<file path="config.mk">
export PLATFORM = sky130hd
export DESIGN_NAME = video_render_multi_flat
export DESIGN_NICKNAME = d
export VERILOG_FILES = /design/src/rtl/video_render_multi_if.sv /design/src/rtl/video_render_multi.sv /design/src/flat_wrapper.sv
export SDC_FILE = /design/constraint.sdc
export NUM_CORES = 1
export LEC_CHECK = 0
export CORE_MARGIN = 2
export CORE_UTILIZATION = 39
export CTS_CLUSTER_SIZE = 12
export DETAILED_ROUTE_END_ITERATION = 6
export PLACE_DENSITY = 0.82
export SLEW_MARGIN = 20
export SYNTH_ARGS = -nofsm -noshare
export SYNTH_HDL_FRONTEND = slang
export SYNTH_SLANG_ARGS = --single-unit
</file>
<file path="constraint.sdc">
create_clock -name clk -period 5.2 [get_ports clk]
set_input_delay 0.52 -clock clk [delete_from_list [all_inputs] [get_ports clk]]
set_output_delay 0.52 -clock clk [all_outputs]
set_load 0.01 [all_outputs]
</file>
<file path="src/rtl/video_render_multi_if.sv">
// Pixel-path bundle between the fetch/timing logic and the pixel renderer.
interface video_render_multi_if #(
  parameter int unsigned FETCH_BYTES = 8,
  parameter int unsigned PIX_W       = 4
);
  logic [8*FETCH_BYTES-1:0] pic_bits;
  logic                     fetch_sync;
  logic                     cend;
  logic                     post_cbeg;
  logic                     int_start;
  logic [1:0]               mode;
  logic                     pixf_14;
  logic [3:0]               border;
  logic                     blank;
  logic [PIX_W-1:0]         pixels;

  // Timing/fetch side: drives the word, strobes and controls, receives pixels.
  modport master (
    output pic_bits, fetch_sync, cend, post_cbeg, int_start,
    output mode, pixf_14, border, blank,
    input  pixels
  );

  // Renderer side.
  modport slave (
    input  pic_bits, fetch_sync, cend, post_cbeg, int_start,
    input  mode, pixf_14, border, blank,
    output pixels
  );
endinterface

</file>
<file path="src/rtl/video_render_multi.sv">
// Multi-mode pixel renderer: ZX attribute, 16-colour and border modes,
// one registered pixel per pixel strobe, with frame-rate flash.
module video_render_multi #(
  parameter int unsigned FETCH_BYTES = 8,
  parameter int unsigned FLASH_BITS  = 5,
  parameter int unsigned PIX_W       = 4
) (
  input logic            clk,
  input logic            rst_n,
  video_render_multi_if.slave vif
);

  localparam int unsigned PN_W     = $clog2(2 * FETCH_BYTES);
  localparam int unsigned BI_W     = $clog2(FETCH_BYTES);
  localparam int unsigned ATTR_OFS = FETCH_BYTES / 4;

  typedef enum logic [1:0] {
    MODE_ZX     = 2'b00,
    MODE_16C    = 2'b01,
    MODE_BORDER = 2'b10,
    MODE_RSVD   = 2'b11
  } mode_e;

  logic                  ena_pix_c;
  logic [PN_W-1:0]       pixnum;
  mode_e                 mode_q;
  logic [FLASH_BITS-1:0] flash_ctr;
  logic                  flash_c;
  logic [PIX_W-1:0]      pixels_q;

  logic [7:0]            byte_arr [FETCH_BYTES];
  logic [BI_W-1:0]       zx_idx_c;
  logic [BI_W-1:0]       attr_idx_c;
  logic [BI_W-1:0]       c16_idx_c;
  logic [7:0]            pix_byte_c;
  logic [7:0]            attr_byte_c;
  logic [7:0]            c16_byte_c;
  logic                  pix_bit_c;
  logic [3:0]            ink_c;
  logic [3:0]            paper_c;
  logic [3:0]            colour_c;

  // One pixel advance per clk even when both strobes coincide.
  assign ena_pix_c = vif.cend | (vif.pixf_14 & vif.post_cbeg);
  assign flash_c   = flash_ctr[FLASH_BITS-1];

  // Split the fetch word into addressable bytes.
  always_comb begin
    for (int k = 0; k < int'(FETCH_BYTES); k++) begin
      byte_arr[k] = vif.pic_bits[8*k +: 8];
    end
  end

  // Colour of the pixel at the current pixnum under the latched mode.
  always_comb begin
    zx_idx_c    = BI_W'(pixnum >> 3);
    attr_idx_c  = zx_idx_c + BI_W'(ATTR_OFS);
    c16_idx_c   = BI_W'(pixnum >> 1);
    pix_byte_c  = byte_arr[zx_idx_c];
    attr_byte_c = byte_arr[attr_idx_c];
    c16_byte_c  = byte_arr[c16_idx_c];
    pix_bit_c   = pix_byte_c[3'(3'd7 - pixnum[2:0])];
    ink_c       = {attr_byte_c[6], attr_byte_c[2:0]};
    paper_c     = {attr_byte_c[6], attr_byte_c[5:3]};
    colour_c    = vif.border;
    case (mode_q)
      MODE_ZX:  colour_c = (pix_bit_c ^ (flash_c & attr_byte_c[7])) ? ink_c : paper_c;
      MODE_16C: colour_c = pixnum[0] ? {c16_byte_c[7], c16_byte_c[5:3]}
                                     : {c16_byte_c[6], c16_byte_c[2:0]};
      default:  colour_c = vif.border;
    endcase
  end

  // Pixel counter, mode latch and output pixel, all advancing on ena_pix.
  always_ff @(posedge clk or negedge rst_n) begin
    if (!rst_n) begin
      pixnum   <= '0;
      mode_q   <= MODE_BORDER;
      pixels_q <= '0;
    end else if (ena_pix_c) begin
      if (vif.fetch_sync) begin
        pixnum <= '0;
        mode_q <= mode_e'(vif.mode);
      end else begin
        pixnum <= pixnum + PN_W'(1);
      end
      pixels_q <= vif.blank ? '0 : PIX_W'(colour_c);
    end
  end

  // Frame counter whose MSB is the flash phase.
  always_ff @(posedge clk or negedge rst_n) begin
    if (!rst_n) begin
      flash_ctr <= '0;
    end else if (vif.int_start) begin
      flash_ctr <= flash_ctr + FLASH_BITS'(1);
    end
  end

  assign vif.pixels = pixels_q;

endmodule

</file>
<file path="src/flat_wrapper.sv">
// flat-port wrapper written by rule: the top's interface ports become plain ports
module video_render_multi_flat 
#(
  parameter int unsigned FETCH_BYTES = 8,
  parameter int unsigned FLASH_BITS  = 5,
  parameter int unsigned PIX_W       = 4
)
  (clk, rst_n, vif_pic_bits, vif_fetch_sync, vif_cend, vif_post_cbeg, vif_int_start, vif_mode, vif_pixf_14, vif_border, vif_blank, vif_pixels);
  video_render_multi_if #(.FETCH_BYTES(FETCH_BYTES), .PIX_W(PIX_W)) vif_i ();
  input logic clk;
  input logic rst_n;
  input wire logic [$bits(vif_i.pic_bits)-1:0] vif_pic_bits;
  input wire logic [$bits(vif_i.fetch_sync)-1:0] vif_fetch_sync;
  input wire logic [$bits(vif_i.cend)-1:0] vif_cend;
  input wire logic [$bits(vif_i.post_cbeg)-1:0] vif_post_cbeg;
  input wire logic [$bits(vif_i.int_start)-1:0] vif_int_start;
  input wire logic [$bits(vif_i.mode)-1:0] vif_mode;
  input wire logic [$bits(vif_i.pixf_14)-1:0] vif_pixf_14;
  input wire logic [$bits(vif_i.border)-1:0] vif_border;
  input wire logic [$bits(vif_i.blank)-1:0] vif_blank;
  output wire logic [$bits(vif_i.pixels)-1:0] vif_pixels;
  assign vif_i.pic_bits = vif_pic_bits;
  assign vif_i.fetch_sync = vif_fetch_sync;
  assign vif_i.cend = vif_cend;
  assign vif_i.post_cbeg = vif_post_cbeg;
  assign vif_i.int_start = vif_int_start;
  assign vif_i.mode = vif_mode;
  assign vif_i.pixf_14 = vif_pixf_14;
  assign vif_i.border = vif_border;
  assign vif_i.blank = vif_blank;
  assign vif_pixels = vif_i.pixels;
  video_render_multi #(.FETCH_BYTES(FETCH_BYTES), .FLASH_BITS(FLASH_BITS), .PIX_W(PIX_W)) u_core (.clk(clk), .rst_n(rst_n), .vif(vif_i));
endmodule
</file>
=== After elaboration in Yosys (flattened, before gate mapping) ===
Index checks and enable logic that the tools add are counted.

* Output and inout port bits: 4
* Logic and storage cells: 38
* Bits in registers: 15

* Reduce and logical (&&, ||, !) cells: 2
* Eq/ne operators: 1
* $add $sub $neg: 4
* $lt $le $gt $ge: 4
* Mux-type cells: 16
* Bitwise gates (word level): 7

{| class="wikitable"
|+ Operator list
! kind !! number
|-
| $bmux 8 s3 || 3
|-
| $mux 8 || 6
|-
| $ge 4x4->1 const B || 3
|-
| $mux 4 || 3
|-
| $not 3->4 || 2
|-
| $pmux 4 s2 || 1
|-
| $add 5x1->5 const B || 1
|-
| $add 4x1->4 const B || 1
|-
| $lt 3x4->1 const B || 1
|-
| $not 1->4 || 1
|-
| $add 1x2->3 const B || 1
|-
| $bmux 1 s3 || 1
|-
| $mux 3 || 1
|-
| $sub 3x3->3 const A || 1
|-
| $and 1x1->1 || 2
|-
| $eq 2x1->1 const B || 1
|-
| $logic_not 2->1 || 1
|-
| $reduce_and 2->1 || 1
|-
| $mux 1 || 1
|-
| $or 1x1->1 || 1
|-
| $xor 1x1->1 || 1
|}

=== Depth between registers and ports, before layout ===
* Word-level depth: 10
* Depth in mapped cells: 7
* Depth with buffers taken out: 5

=== Worst setup path after synthesis ===
Ideal clock, no wire load.

* Path kind: reg-to-reg
* From: register u_core.pixnum[1]
* To: register u_core.pixels_q[2], in the netlist u_core.vif.pixels[2]
* Slack: 3.270 ns
* Cell stages (with the launch flop): 7
* Data arrival time: 1.802 ns
* Path buffers: 2
* Clock period less this slack: 1.930 ns
* Cells stage by stage: dfrtp_1 > buf_6 > buf_12 > mux4_1 > mux4_2 > a31oi_1 > o31ai_1

* Cells in the longest elaborated chain, start to end: 7
* Elaborated cells on any way between the ends: 12

{| class="wikitable"
|+ RTL lines
! element !! RTL line !! source
|-
| from (decl) || video_render_multi.sv:25 || <nowiki>logic [PN_W-1:0] pixnum;</nowiki>
|-
| from (signal assigned) || video_render_multi.sv:85 || <nowiki>pixnum <= pixnum + PN_W'(1);</nowiki>
|-
| $sub 3x3->3 or $not 3->4 (tied branches) || video_render_multi.sv:62, video_render_multi.sv:61 ||
|-
| $bmux 1 s3 or $bmux 8 s3 (tied branches) || video_render_multi.sv:62, video_render_multi.sv:61 ||
|-
| $mux 1 (not written as such) or $mux 8 (tied branches) || video_render_multi.sv:62, video_render_multi.sv:61 ||
|-
| $xor 1x1->1 or $mux 8 (tied branches) || video_render_multi.sv:67, video_render_multi.sv:61 ||
|-
| $mux 3 or $mux 4 (tied branches) || video_render_multi.sv:67, video_render_multi.sv:68 ||
|-
| $pmux 4 s2 (*) || video_render_multi.sv:66 || <nowiki>case (mode_q)</nowiki>
|-
| $mux 4 (*) || video_render_multi.sv:87 || <nowiki>pixels_q <= vif.blank ? '0 : PIX_W'(colour_c);</nowiki>
|-
| to (signal assigned) || video_render_multi.sv:87 ||
|-
| to (decl) || video_render_multi.sv:29 || <nowiki>logic [PIX_W-1:0] pixels_q;</nowiki>
|}

Mark *: on every way between the ends. The rest lies on a longest branch, timed or not. The select of a mux whose other input is x is not followed.
A chain may end at the register's enable or synchronous reset.

=== Final worst setup path ===
* From: register u_core.pixnum[3]
* To: register u_core.pixels_q[1], in the netlist u_core.vif.pixels[1]

* Cells in the longest elaborated chain, start to end: 10
* Elaborated cells on any way between the ends: 21

{| class="wikitable"
|+ RTL lines
! element !! RTL line !! source
|-
| $not 1->4 (not written as such) or $add 1x2->3 (tied branches) || video_render_multi.sv:59, video_render_multi.sv:57 ||
|-
| $bmux 8 s3 or $not 3->4 (tied branches) || video_render_multi.sv:59, video_render_multi.sv:60 ||
|-
| $mux 8 (not written as such) or $bmux 8 s3 (tied branches) || video_render_multi.sv:59, video_render_multi.sv:60 ||
|-
| $mux 8, on equally long branches || video_render_multi.sv:59, video_render_multi.sv:60 ||
|-
| $bmux 1 s3 or $mux 8 (tied branches) || video_render_multi.sv:62, video_render_multi.sv:60 ||
|-
| $mux 1 (not written as such) or $and 1x1->1 (tied branches) || video_render_multi.sv:62, video_render_multi.sv:67 ||
|-
| $xor 1x1->1 || video_render_multi.sv:67 || <nowiki>MODE_ZX: colour_c = (pix_bit_c ^ (flash_c & attr_byte_c[7])) ? ink_c : paper_c;</nowiki>
|-
| $mux 3 || video_render_multi.sv:67 ||
|-
| $pmux 4 s2 (*) || video_render_multi.sv:66 ||
|-
| $mux 4 (*) || video_render_multi.sv:87 ||
|}

Marked as above.

==> out/qor.csv <==
metric;value;unit
clock-sinks;15;
synth_seq_area_share;23.9;%
vias_per_cell;5.92;
slowest_stage;dfrtp_1;
final.min_clock_period;2530;ps
routed_wl;4670;um
ys_types;32;
clock_latency;250;ps
diodes;0;
drv_cap;0;
htree_levels;1;
drtIter0Drc;107;
portBuffers;81;
cts.path.max_buffers;2;
yosysTopAreaCellShare;22.9;%
die_y;67.6;um
fin_nets;277;
fmax;395;MHz
vias;1457;
critPathArrivalTime;2630;ps
cts_setup_buffers;0;
placed_cell_area;2380;sq um
cts_tree;yes;
cts_buffers;3;
cp_top_family;multiplexers;
hpwl;3900;um
rows;23;
startpoint_type;register;
r2r_setup_slack;2670;ps
hold_viol_final;0;
final_antenna_net_count;0;
finalCritPeriodShare;48.7;%
grt_pass1_vias;1532;
die_area;4570;sq um
clkTransAtPathRegs;60;ps
worst_hold_path_type;reg2reg;
final_max_slew_viol_count;0;
fin_worst_skew;5.96;ps
path_class;reg2reg;
syn_nets;200;
holdWs;491;ps
die_w;67.6;um
slew_headroom;43.9;%
drive_above_1_share;14.8;%
routabilityCongestion;0.851;
antenna_found_initial;0;
path_max_fanout;20;
crit_buf_inv;0;
grt_pass1_wl;6980;um
core_area;3940;sq um
stdcell_area;2430;sq um
ios;82;
slowest_delay;840;ps
avgSynthCellArea;13.1;sq um
synth_top_cell_by_area;mux4_2;
grt_max_degree;25;
end_kind;register;
crit_required;5290;ps
gr-total-overflow;0;
ys_top_cells_by_area;mux4_2 (23%), dfrtp_1 (22%), mux4_1 (17%);
rsz0062_at_grt;no;
synth_area;1580;sq um
post-route-drc-count;0;
syn2layout_area_growth;54.0;%
cts-resized-gates;0;
wl_per_cell;19.0;um
fin_setup_tns;0;ps
root_buffer;clkbuf_8;
grt.total_usage;20.9;%
crit_chain;mux2_2 -> nand2_1 -> mux4_2 -> mux2i_1 -> o221ai_1;
first_pass_iters;4;
ys_ff_latch;15;
cts_hold_buf;0;
start_util;40.0;%
netlist_instances;120;
outcome;complete, no violations;
setup_viol;0;
leakagePower;0.000859;uW
ir_drop;0.000110;V
worst_pin_slew;841;ps
yosys_warnings;0;
powerDensity;224;nW/um^2
==> cell usage in the layout, fill, tap and decap left out, types with 2 or more instances in the layout <==
cell             Yosys  routed
clkdlybuf4s50_1      0      81
mux4_2              16      16
dfrtp_1             14      13
mux4_1              10      10
mux2i_1              9       9
nand2_1              7       7
nor2_1               7       7
mux2_2               6       6
o21ai_0              5       5
xnor2_1              3       3
nand4_1              3       3
xor2_1               3       3
nor3b_1              3       3
a21oi_1              3       3
clkbuf_8             0       3
nor2b_1              2       2
or2_2                2       2
a31oi_1              2       2
o31ai_1              2       2
a211oi_1             2       2
o221ai_1             2       2
nand2b_1             2       2
ha_1                 2       2
==> Yosys cell counts (all sizes together) <==
library cell,instances
or2,2
o2bb2ai,1
or3,1
a21oi,3
dfstp,1
o31ai,2
a21o,1
o21ai,5
mux2i,9
mux4,26
o221ai,2
nand2,7
nor3b,3
dfrtp,14
buf,8
ha,2
clkbuf,1
nand4,3
nand2b,2
a31oi,2
a211oi,2
nor2,7
xor2,3
nor4bb,1
xnor2,3
a32o,1
mux2,6
nor2b,2
==> registers in the layout, indices dropped and copies added, names as in the netlist <==
signal / flops
u_core.pixnum: 4
u_core.vif.pixels: 4
u_core.flash_ctr: 5
u_core.mode_q: 2
==> per-stage QoR <==
| step | power, uW | setup slack [ps] | utilization (%) | std cells |
|---|---|---|---|---|
| global route | 577 | 2480 | 61.6 | 246 |
| CTS | 548 | 2430 | 61.6 | 246 |
| detailed placement | 453 | 2470 | 60.4 | 242 |
| global placement | 437 | 2620 | 60.4 | 242 |
| finish | 544 | 2670 | 61.6 | 246 |
| floorplan | 349 | 3270 | - | 120 |
==> report_power, final <==
| group | total, uW | switching, uW | internal (uW) |
|---|---|---|---|
| clock | 93.4 | 39.2 | 54.2 |
| combinational | 249 | 80.2 | 168 |
| sequential | 203 | 52.7 | 150 |
| total | 544 | 172 | 372 |
==> routing by layer <==
| layer | global-route usage [%] | up-vias | part of all wire (%) |
|---|---|---|---|
| met4 | 7.91 | 0 | 1.6 |
| met3 | 2.83 | 9 | 5.3 |
| met5 | 0 | - | 0 |
| li1 | - | 658 | - |
| met2 | 37.1 | 71 | 55 |
| met1 | 25.5 | 719 | 38 |
==> area by class of cell <==
class	instances	area (sq um)
Clock buffer	4	45.0
Fill cell	284	1510
Multi-Input combinational cell	96	1130
Sequential cell	15	378
Tap cell	50	62.6
Timing Repair Buffer	81	811
==> cells by family after synthesis <==
| group | Yosys count | synth area share [%] |
|---|---|---|
| xor gates and xnor gates | 6 | 3.33 |
| muxes | 41 | 49.5 |
| DFF | 15 | 23.9 |
| and+or+nand+nor | 28 | 9.37 |
| AOI/OAI and AO/OA | 19 | 8.02 |
| buffers and inverters | 9 | 4.29 |
| adders and majority gates | 2 | 1.59 |
==> final timing paths <==
kind,start,end,cells past startpoint
worst min-delay path,u_core.flash_ctr[3],u_core.flash_ctr[3],1
worst max-delay path,u_core.pixnum[3],u_core.vif.pixels[1],5
worst max register to register,u_core.pixnum[3],u_core.vif.pixels[1],5
max in group asynchronous,rst_n,u_core.pixnum[1],1
worst min register to register,u_core.flash_ctr[3],u_core.flash_ctr[3],1
min in group asynchronous,rst_n,u_core.vif.pixels[0],1
Note: power is estimated with default switching activity, not from simulation.
